===== src/rtl/led_pkg.sv =====
// Shared types and constants for the LED chaser rate controller.
// Defaults assume a 125 MHz system clock.
package led_pkg;

  localparam int unsigned LEVEL_W       = 3;
  localparam int unsigned CNT_W         = 32;
  localparam int unsigned CLK_HZ        = 125_000_000;
  localparam int unsigned DEBOUNCE_10MS = 1_250_000;

  typedef logic [CNT_W-1:0] cnt_t;

  typedef enum logic [1:0] {
    LVL_HOLD = 2'd0,
    LVL_UP   = 2'd1,
    LVL_DOWN = 2'd2
  } lvl_op_e;

  // Opposing presses cancel, and a press against a rail is a no-op so it
  // never disturbs the running period.
  function automatic lvl_op_e level_op(input logic fast, input logic slow,
                                       input logic at_max, input logic at_min);
    if (fast && !slow && !at_max) return LVL_UP;
    if (slow && !fast && !at_min) return LVL_DOWN;
    return LVL_HOLD;
  endfunction

endpackage


===== src/rtl/btn_debounce.sv =====
// Synchronise and debounce one raw push-button; emits a registered one-cycle
// pulse on each accepted press (released-to-pressed transition).
module btn_debounce
  import led_pkg::*;
#(
  parameter int unsigned DEBOUNCE_CYCLES = DEBOUNCE_10MS
) (
  input  logic clk_i,
  input  logic rst_ni,
  input  logic btn_i,
  output logic stable_o,
  output logic press_o
);

  logic sync1_q, sync2_q;
  logic stable_q, stable_d;
  logic stable_dly_q;
  logic press_q;
  cnt_t cnt_q, cnt_d;

  // NOTE: state registers use non-blocking assignments only, so every flop
  // samples the pre-edge value of its neighbours regardless of process order.
  always_ff @(posedge clk_i or negedge rst_ni) begin
    if (!rst_ni) begin
      sync1_q      <= 1'b0;
      sync2_q      <= 1'b0;
      stable_q     <= 1'b0;
      stable_dly_q <= 1'b0;
      press_q      <= 1'b0;
      cnt_q        <= '0;
    end else begin
      sync1_q      <= btn_i;
      sync2_q      <= sync1_q;
      stable_q     <= stable_d;
      stable_dly_q <= stable_q;
      press_q      <= stable_q & ~stable_dly_q;
      cnt_q        <= cnt_d;
    end
  end

  // NOTE: every variable gets a default before any branch; a path that left
  // one unassigned would infer a latch.
  always_comb begin
    cnt_d    = '0;
    stable_d = stable_q;
    if (sync2_q != stable_q) begin
      if (cnt_q >= cnt_t'(DEBOUNCE_CYCLES - 1)) begin
        stable_d = sync2_q;
      end else begin
        cnt_d = cnt_q + cnt_t'(1);
      end
    end
  end

  assign stable_o = stable_q;
  assign press_o  = press_q;

endmodule


===== src/rtl/led_tick_gen.sv =====
// Programmable-rate tick source for the LED chaser: debounced faster/slower/
// pause buttons select a period of BASE_PERIOD >> level and gate ticking.
module led_tick_gen #(
  parameter int unsigned BASE_PERIOD     = led_pkg::CLK_HZ,
  parameter int unsigned NUM_LEVELS      = 8,
  parameter int unsigned LEVEL_W         = led_pkg::LEVEL_W,
  parameter int unsigned DEBOUNCE_CYCLES = led_pkg::DEBOUNCE_10MS
) (
  input  logic               clk_i,
  input  logic               rst_ni,
  input  logic               btn_fast_i,
  input  logic               btn_slow_i,
  input  logic               btn_pause_i,
  output logic               tick_o,
  output logic [LEVEL_W-1:0] level_o,
  output logic               paused_o
);
  import led_pkg::*;

  localparam logic [LEVEL_W-1:0] LEVEL_MAX = LEVEL_W'(NUM_LEVELS - 1);

  logic       fast_press, slow_press, pause_press;
  // Debounced button levels are not needed here; only press pulses are.
  logic [2:0] btn_stable_unused;

  btn_debounce #(.DEBOUNCE_CYCLES(DEBOUNCE_CYCLES)) u_db_fast (
    .clk_i    (clk_i),
    .rst_ni   (rst_ni),
    .btn_i    (btn_fast_i),
    .stable_o (btn_stable_unused[0]),
    .press_o  (fast_press)
  );

  btn_debounce #(.DEBOUNCE_CYCLES(DEBOUNCE_CYCLES)) u_db_slow (
    .clk_i    (clk_i),
    .rst_ni   (rst_ni),
    .btn_i    (btn_slow_i),
    .stable_o (btn_stable_unused[1]),
    .press_o  (slow_press)
  );

  btn_debounce #(.DEBOUNCE_CYCLES(DEBOUNCE_CYCLES)) u_db_pause (
    .clk_i    (clk_i),
    .rst_ni   (rst_ni),
    .btn_i    (btn_pause_i),
    .stable_o (btn_stable_unused[2]),
    .press_o  (pause_press)
  );

  logic [LEVEL_W-1:0] level_q, level_d;
  logic               paused_q, paused_d;
  logic               tick_q, tick_d;
  cnt_t               cnt_q, cnt_d;
  cnt_t               period;
  lvl_op_e            lvl_op;
  logic               level_chg;

  assign lvl_op    = level_op(fast_press, slow_press,
                              level_q == LEVEL_MAX, level_q == '0);
  assign level_chg = (lvl_op != LVL_HOLD);
  assign period    = cnt_t'(BASE_PERIOD) >> level_q;

  always_comb begin
    level_d = level_q;
    case (lvl_op)
      LVL_UP:   level_d = level_q + LEVEL_W'(1);
      LVL_DOWN: level_d = level_q - LEVEL_W'(1);
      default:  level_d = level_q;
    endcase
  end

  // The counter update looks at paused_q, so a pause toggle landing on the
  // terminal count still lets that cycle's tick through.
  always_comb begin
    paused_d = paused_q ^ pause_press;
    cnt_d    = cnt_q;
    tick_d   = 1'b0;
    if (level_chg) begin
      cnt_d = '0;
    end else if (!paused_q) begin
      if (cnt_q >= period - cnt_t'(1)) begin
        cnt_d  = '0;
        tick_d = 1'b1;
      end else begin
        cnt_d = cnt_q + cnt_t'(1);
      end
    end
  end

  always_ff @(posedge clk_i or negedge rst_ni) begin
    if (!rst_ni) begin
      level_q  <= '0;
      paused_q <= 1'b0;
      tick_q   <= 1'b0;
      cnt_q    <= '0;
    end else begin
      level_q  <= level_d;
      paused_q <= paused_d;
      tick_q   <= tick_d;
      cnt_q    <= cnt_d;
    end
  end

  assign tick_o   = tick_q;
  assign level_o  = level_q;
  assign paused_o = paused_q;

endmodule


===== config.mk =====
export PLATFORM = sky130hd
export DESIGN_NAME = led_tick_gen
export DESIGN_NICKNAME = d
export VERILOG_FILES = /design/src/rtl/led_pkg.sv /design/src/rtl/btn_debounce.sv /design/src/rtl/led_tick_gen.sv
export SDC_FILE = /design/constraint.sdc
export NUM_CORES = 1
export LEC_CHECK = 0
export CAP_MARGIN = 20
export CORE_MARGIN = 5
export CORE_UTILIZATION = 60
export CTS_BUF_LIST = sky130_fd_sc_hd__clkbuf_2 sky130_fd_sc_hd__clkbuf_4 sky130_fd_sc_hd__clkbuf_8
export DETAILED_ROUTE_END_ITERATION = 8
export PLACE_DENSITY = 0.73
export REMOVE_ABC_BUFFERS = 1
export SYNTH_ARGS = -nofsm -noshare
export SYNTH_HDL_FRONTEND = slang
export SYNTH_SLANG_ARGS = --single-unit

===== constraint.sdc =====
create_clock -name clk_i -period 4.1 [get_ports clk_i]
set_input_delay 0.82 -clock clk_i [delete_from_list [all_inputs] [get_ports clk_i]]
set_output_delay 0.82 -clock clk_i [all_outputs]
set_load 0.1 [all_outputs]

Word-level counts from Yosys, hierarchy flattened:

Cells that the tools add are included.

* output and inout port bits: 5
* input port bits: 5
* bits in registers: 148
* logic and storage cells: 82

* mux-type cells: 20
* $add $sub $neg: 7
* bitwise gates (word level): 7
* $lt $le $gt $ge: 4
* shifts and indexed selects: 1
* reduce and logical (&&, ||, !) cells: 14
* equality and inequality tests: 7

Operators with widths (count)
* 32-bit two-way mux: 9
* 32-bit by 1-bit adder with 32-bit output, second input constant: 4
* 32-bit by 21-bit >= comparator with 1-bit output, second input constant: 3
* 32-bit >= comparator: 1
* 27-bit by 3-bit >> shifter with 32-bit output, first input constant: 1
* 32-bit by 1-bit subtractor with 32-bit output, second input constant: 1
* 2-bit two-way mux: 4
* 1-bit two-way mux: 6
* 3-bit one-hot mux with 2 select lines: 1
* 2-bit AND reduction: 3
* 1-bit logical AND: 4
* 1-bit logical NOT: 4
* 2-bit nonzero test: 2
* 3-bit by 1-bit adder with 3-bit output, second input constant: 1
* 1-bit bitwise AND: 3
* 3-bit == test, second input constant: 1
* 3-bit logical NOT: 1
* 1-bit inequality test: 3
* 1-bit inverter: 3
* 3-bit by 1-bit subtractor with 3-bit output, second input constant: 1
* 2-bit by 1-bit == test with 1-bit output, second input constant: 1
* 2-bit == test, second input constant: 1
* 2-bit by 1-bit inequality test with 1-bit output, second input constant: 1
* 1-bit bitwise XOR: 1

Depth between registers and ports, before layout:

* word-level depth: 9
* mapped depth: 18

Cells and area by module:

A second synthesis with hierarchy kept.

* cells, all modules: 818
* area, all modules: 8025.2 um^2

By module, submodules not included
* btn_debounce: instances 3, seq. area each 925.9 um^2, cells each 143, area an instance 1631.6 um^2
* led_tick_gen: instances 1, seq. area each 925.9 um^2, cells each 389, area an instance 3130.5 um^2

Worst setup path after synthesis:

OpenSTA, ideal clock, no wires.

* kind: reg-to-reg
* start point: reg level_q[0] (netlist: level_o[0])
* end point: reg cnt_q[29]
* setup time: 125 ps
* arrival time: 4416 ps
* clock period less this slack: 4541 ps
* buffers on the path: 2
* cell stages (with the launch flop): 18
* setup slack: -441 ps
* data required time: 3975 ps
* path through: dfrtp_1 inv_1 ha_1 nand2b_1 o31ai_1 and4b_1 nor2b_1 xor2_1 ha_1 nand4_1 or3_1 o32a_1 nand4_1 nand2_2 buf_2 buf_6 nand4b_1 nand3_1

* word-level cells in the longest chain between the ends: 9
* elaborated cells on any way between the ends: 20
* classes of those cells: 1 x add/sub; 1 x order compare; 2 x eq/ne; 1 x shift; 9 x mux; 6 x reduce/logical

Ends and longest elaborated chain
* from (decl): line led_tick_gen.sv:50 `logic [LEVEL_W-1:0] level_q, level_d;`
* from (signal assigned): line led_tick_gen.sv:97 `level_q <= level_d;`
* branches (longest 9 deep; another with 32-bit by 1-bit subtractor with 32-bit output)
* to (signal assigned): line led_tick_gen.sv:100 `cnt_q <= cnt_d;`
* to (decl): line led_tick_gen.sv:53 `cnt_t cnt_q, cnt_d;`

Parallel ways; which one is timed is not known. The select of a mux whose other input is x is not followed.
A chain may end at the register's enable or synchronous reset.

Worst setup path after layout:

* start point: reg level_q[0] (netlist: level_o[0])
* end point: reg cnt_q[20]

Same word-level chain as after synthesis.

==> run summary <==
TritonCTS clock tree -> done
Fmax -> 258.2 MHz
Die area -> 0.01519 mm²
Cell Area, Synth -> 0.007695 mm²
Initial core utilization -> 60.98%
Via count -> 5911
Vias per inst -> 5.689
Routed WL -> 15.05 mm
Setup crit start kind -> register
Cts hold-fix bufs -> 0
Drt first pass iters -> 5
Clk sinks -> 148
Worst min path class -> reg2reg
Syn-to-layout area delta -> 12.05%
Static Leak -> 3.744 nW
Row cnt -> 41
Max VDD drop -> 0.0003438 V
Final Worst Setup Slack -> 0.2275 ns
Worst-Skew Late Latency -> 0.44 ns
Period minus WS final -> 3.873 ns
Slew Viols, Final -> 0
Number of synthesized register bits -> 148
Mean Syn Cell Area -> 9.607 µm²
Mapped Cells -> 801
RD Place Congestion -> 0.9344
Global-route wire length before repair -> 26.25 mm
Worst EP arrival -> 4.15 ns
Yosys warns -> 0
Core area -> 0.01262 mm²
Worst Setup End Kind -> register
Hpwl dp -> 10.34 mm
DIE HEIGHT -> 123.2 µm
Final Core Density -> 68.32%
Num ports -> 10
Largest net degree at the start of global routing -> 111
Placed Area -> 0.008100 mm²
Commonest non-fill, non-tap cell in the layout -> dfrtp_1
Synth cell types -> 60
Residual DRC -> 0
1st-iter DRT viols -> 432
Worst rel slew slack -> 34.72%
Via count of the first global-routing pass -> 5677
Post-synth EDFFs -> 0
Die X -> 123.2 µm
Layout cell share with drive strength beyond 1 -> 8.651%
Unrepaired setup endpoints after global routing -> false
Max FO, Critical Path -> 6
Period utilisation layout -> 94.45%
Worst slew pin tran -> 0.9762 ns
Remaining antenna violation count -> 0
Pwr/cell area -> 490.1 mW/mm²
Most used DFF post-synth -> dfrtp_1
CTS buffer count -> 17
Final Hold Viols -> 0
CTS clk-pin slew, worst paths -> 0.08 ns
Antenna fix cells -> 0
CP Data Required Time -> 4.38 ns
Average wire per standard cell -> 14.49 µm
NumNets Final -> 903
Post-route cell area -> 0.008622 mm²
CP Class -> reg2reg
Clk root buf -> clkbuf_8
PortBufs -> 9
Largest area contributor in the netlist -> dfrtp_1
Overflow after GRT -> 0
Sequential area share after synthesis -> 48.13%
Max cap viols -> 0
Most frequent cells in the layout -> dfrtp_1, nand2_1, nor2_1, nand3_1, ha_1
Final setup viols -> 0
Status -> finished, final reports clean
Ys async rst share -> 100.0%
Initial antenna violation count -> 0
Synth top area cells -> dfrtp_1, ha_1, nand2_1
H-tree Lvls -> 4
CTS max path bufs -> 2
Tot GR Track Use -> 21.61%
Post-synth top area share -> 48.13%
Final Skew -> 0.009810 ns
Pre-CTS setup slack -> 0.1190 ns
## metal layers
metal	track usage (%)	vias to the layer above	part of all wire [%]
met4	7.751	0	1.7
li1	-	2891	-
met5	0	-	0
met3	4.209	28	3.6
met2	35.07	122	49
met1	29.13	2870	46
## what timing repair did
item / in CTS / in global routing
resized for setup: 0 / 9
endpoints found under the setup margin: 0 / 29
setup buffers: 0 / 4
## sequential cells by signal, indices dropped and copies added (netlist names), 3 cells and up
name / cells
cnt_q: 32
u_db_pause.cnt_q: 32
u_db_slow.cnt_q: 32
level_o: 3
u_db_fast.cnt_q: 32
## worst paths after layout
path                                     from            endpoint  slack (ns)  cells after the start
max                                level_o[0]           cnt_q[20]        0.23                     18
min                        u_db_pause.sync1_q  u_db_pause.sync2_q        0.35                      0
max reg2reg                        level_o[0]           cnt_q[20]        0.23                     18
min reg2reg                u_db_pause.sync1_q  u_db_pause.sync2_q        0.35                      0
max in group asynchronous              rst_ni            paused_o        2.89                      1
min in group asynchronous              rst_ni            cnt_q[1]        0.45                      1
## cell type report
class	instances	area, µm²
clock buffer	21	276.5
clock inverter	11	173.9
fill	1018	3998
inverter	10	37.54
multi-input combinational	653	3991
sequential	148	3706
tap	172	215.2
timing repair buffer	24	221.5
## cells in the mapped netlist, drive strengths merged (3+ instances only)
cell / number
dfrtp: 148
nand2: 100
nor2: 95
nand3: 69
ha: 43
xor2: 40
a21oi: 28
nor3: 28
xnor2: 28
o21ai: 27
and3: 26
a31oi: 18
clkbuf: 17
nand4: 17
nor4: 12
and4: 11
buf: 10
inv: 10
nand3b: 8
nor2b: 8
and2: 7
a2111oi: 4
mux2: 4
or3: 4
a311oi: 3
o21a: 3
or2: 3
## power breakdown
group	switching, W	internal, W
sequential	0.0000770	0.00152
clock	0.000541	0.000712
combinational	0.000894	0.000481
## critical path: stages (launching register included)
cell and delay [ns]:
dfrtp_1 0.41, buf_4 0.17, ha_1 0.24, or2_2 0.34, o31ai_4 0.09, and4b_1 0.27, nor2b_2 0.18, nand3_1 0.08
o211ai_1 0.10, ha_1 0.17, nand4_1 0.14, or3_1 0.39, o32a_1 0.34, nand4_1 0.20, buf_4 0.17, nand2_2 0.09
buf_4 0.18, o21ai_0 0.06, a21oi_1 0.09
## cells by family after synthesis
family,share of synthesized area (%)
xor+xnor,7.740
mux,0.5853
simple gates,25.85
buf+inv,2.179
other cells,0.09760
flops,48.13
compound gates,8.163
fa+ha+maj,7.252
## through the flow
| stage | hold WS [ns] | std cells | total power (W) | setup TNS [ns] |
|---|---|---|---|---|
| after CTS | 0.3540 | 1034 | 0.004204 | 0 |
| after floorplan | 0.3312 | 810 | 0.002547 | -20.70 |
| after global routing | 0.3772 | 1039 | 0.004489 | 0 |
| after global placement | 0.3332 | 1002 | 0.002894 | 0 |
| after detailed placement | 0.3355 | 1002 | 0.002950 | 0 |
| final | 0.3535 | 1039 | 0.004225 | 0 |
No activity file was read; power rests on OpenSTA's default activity.
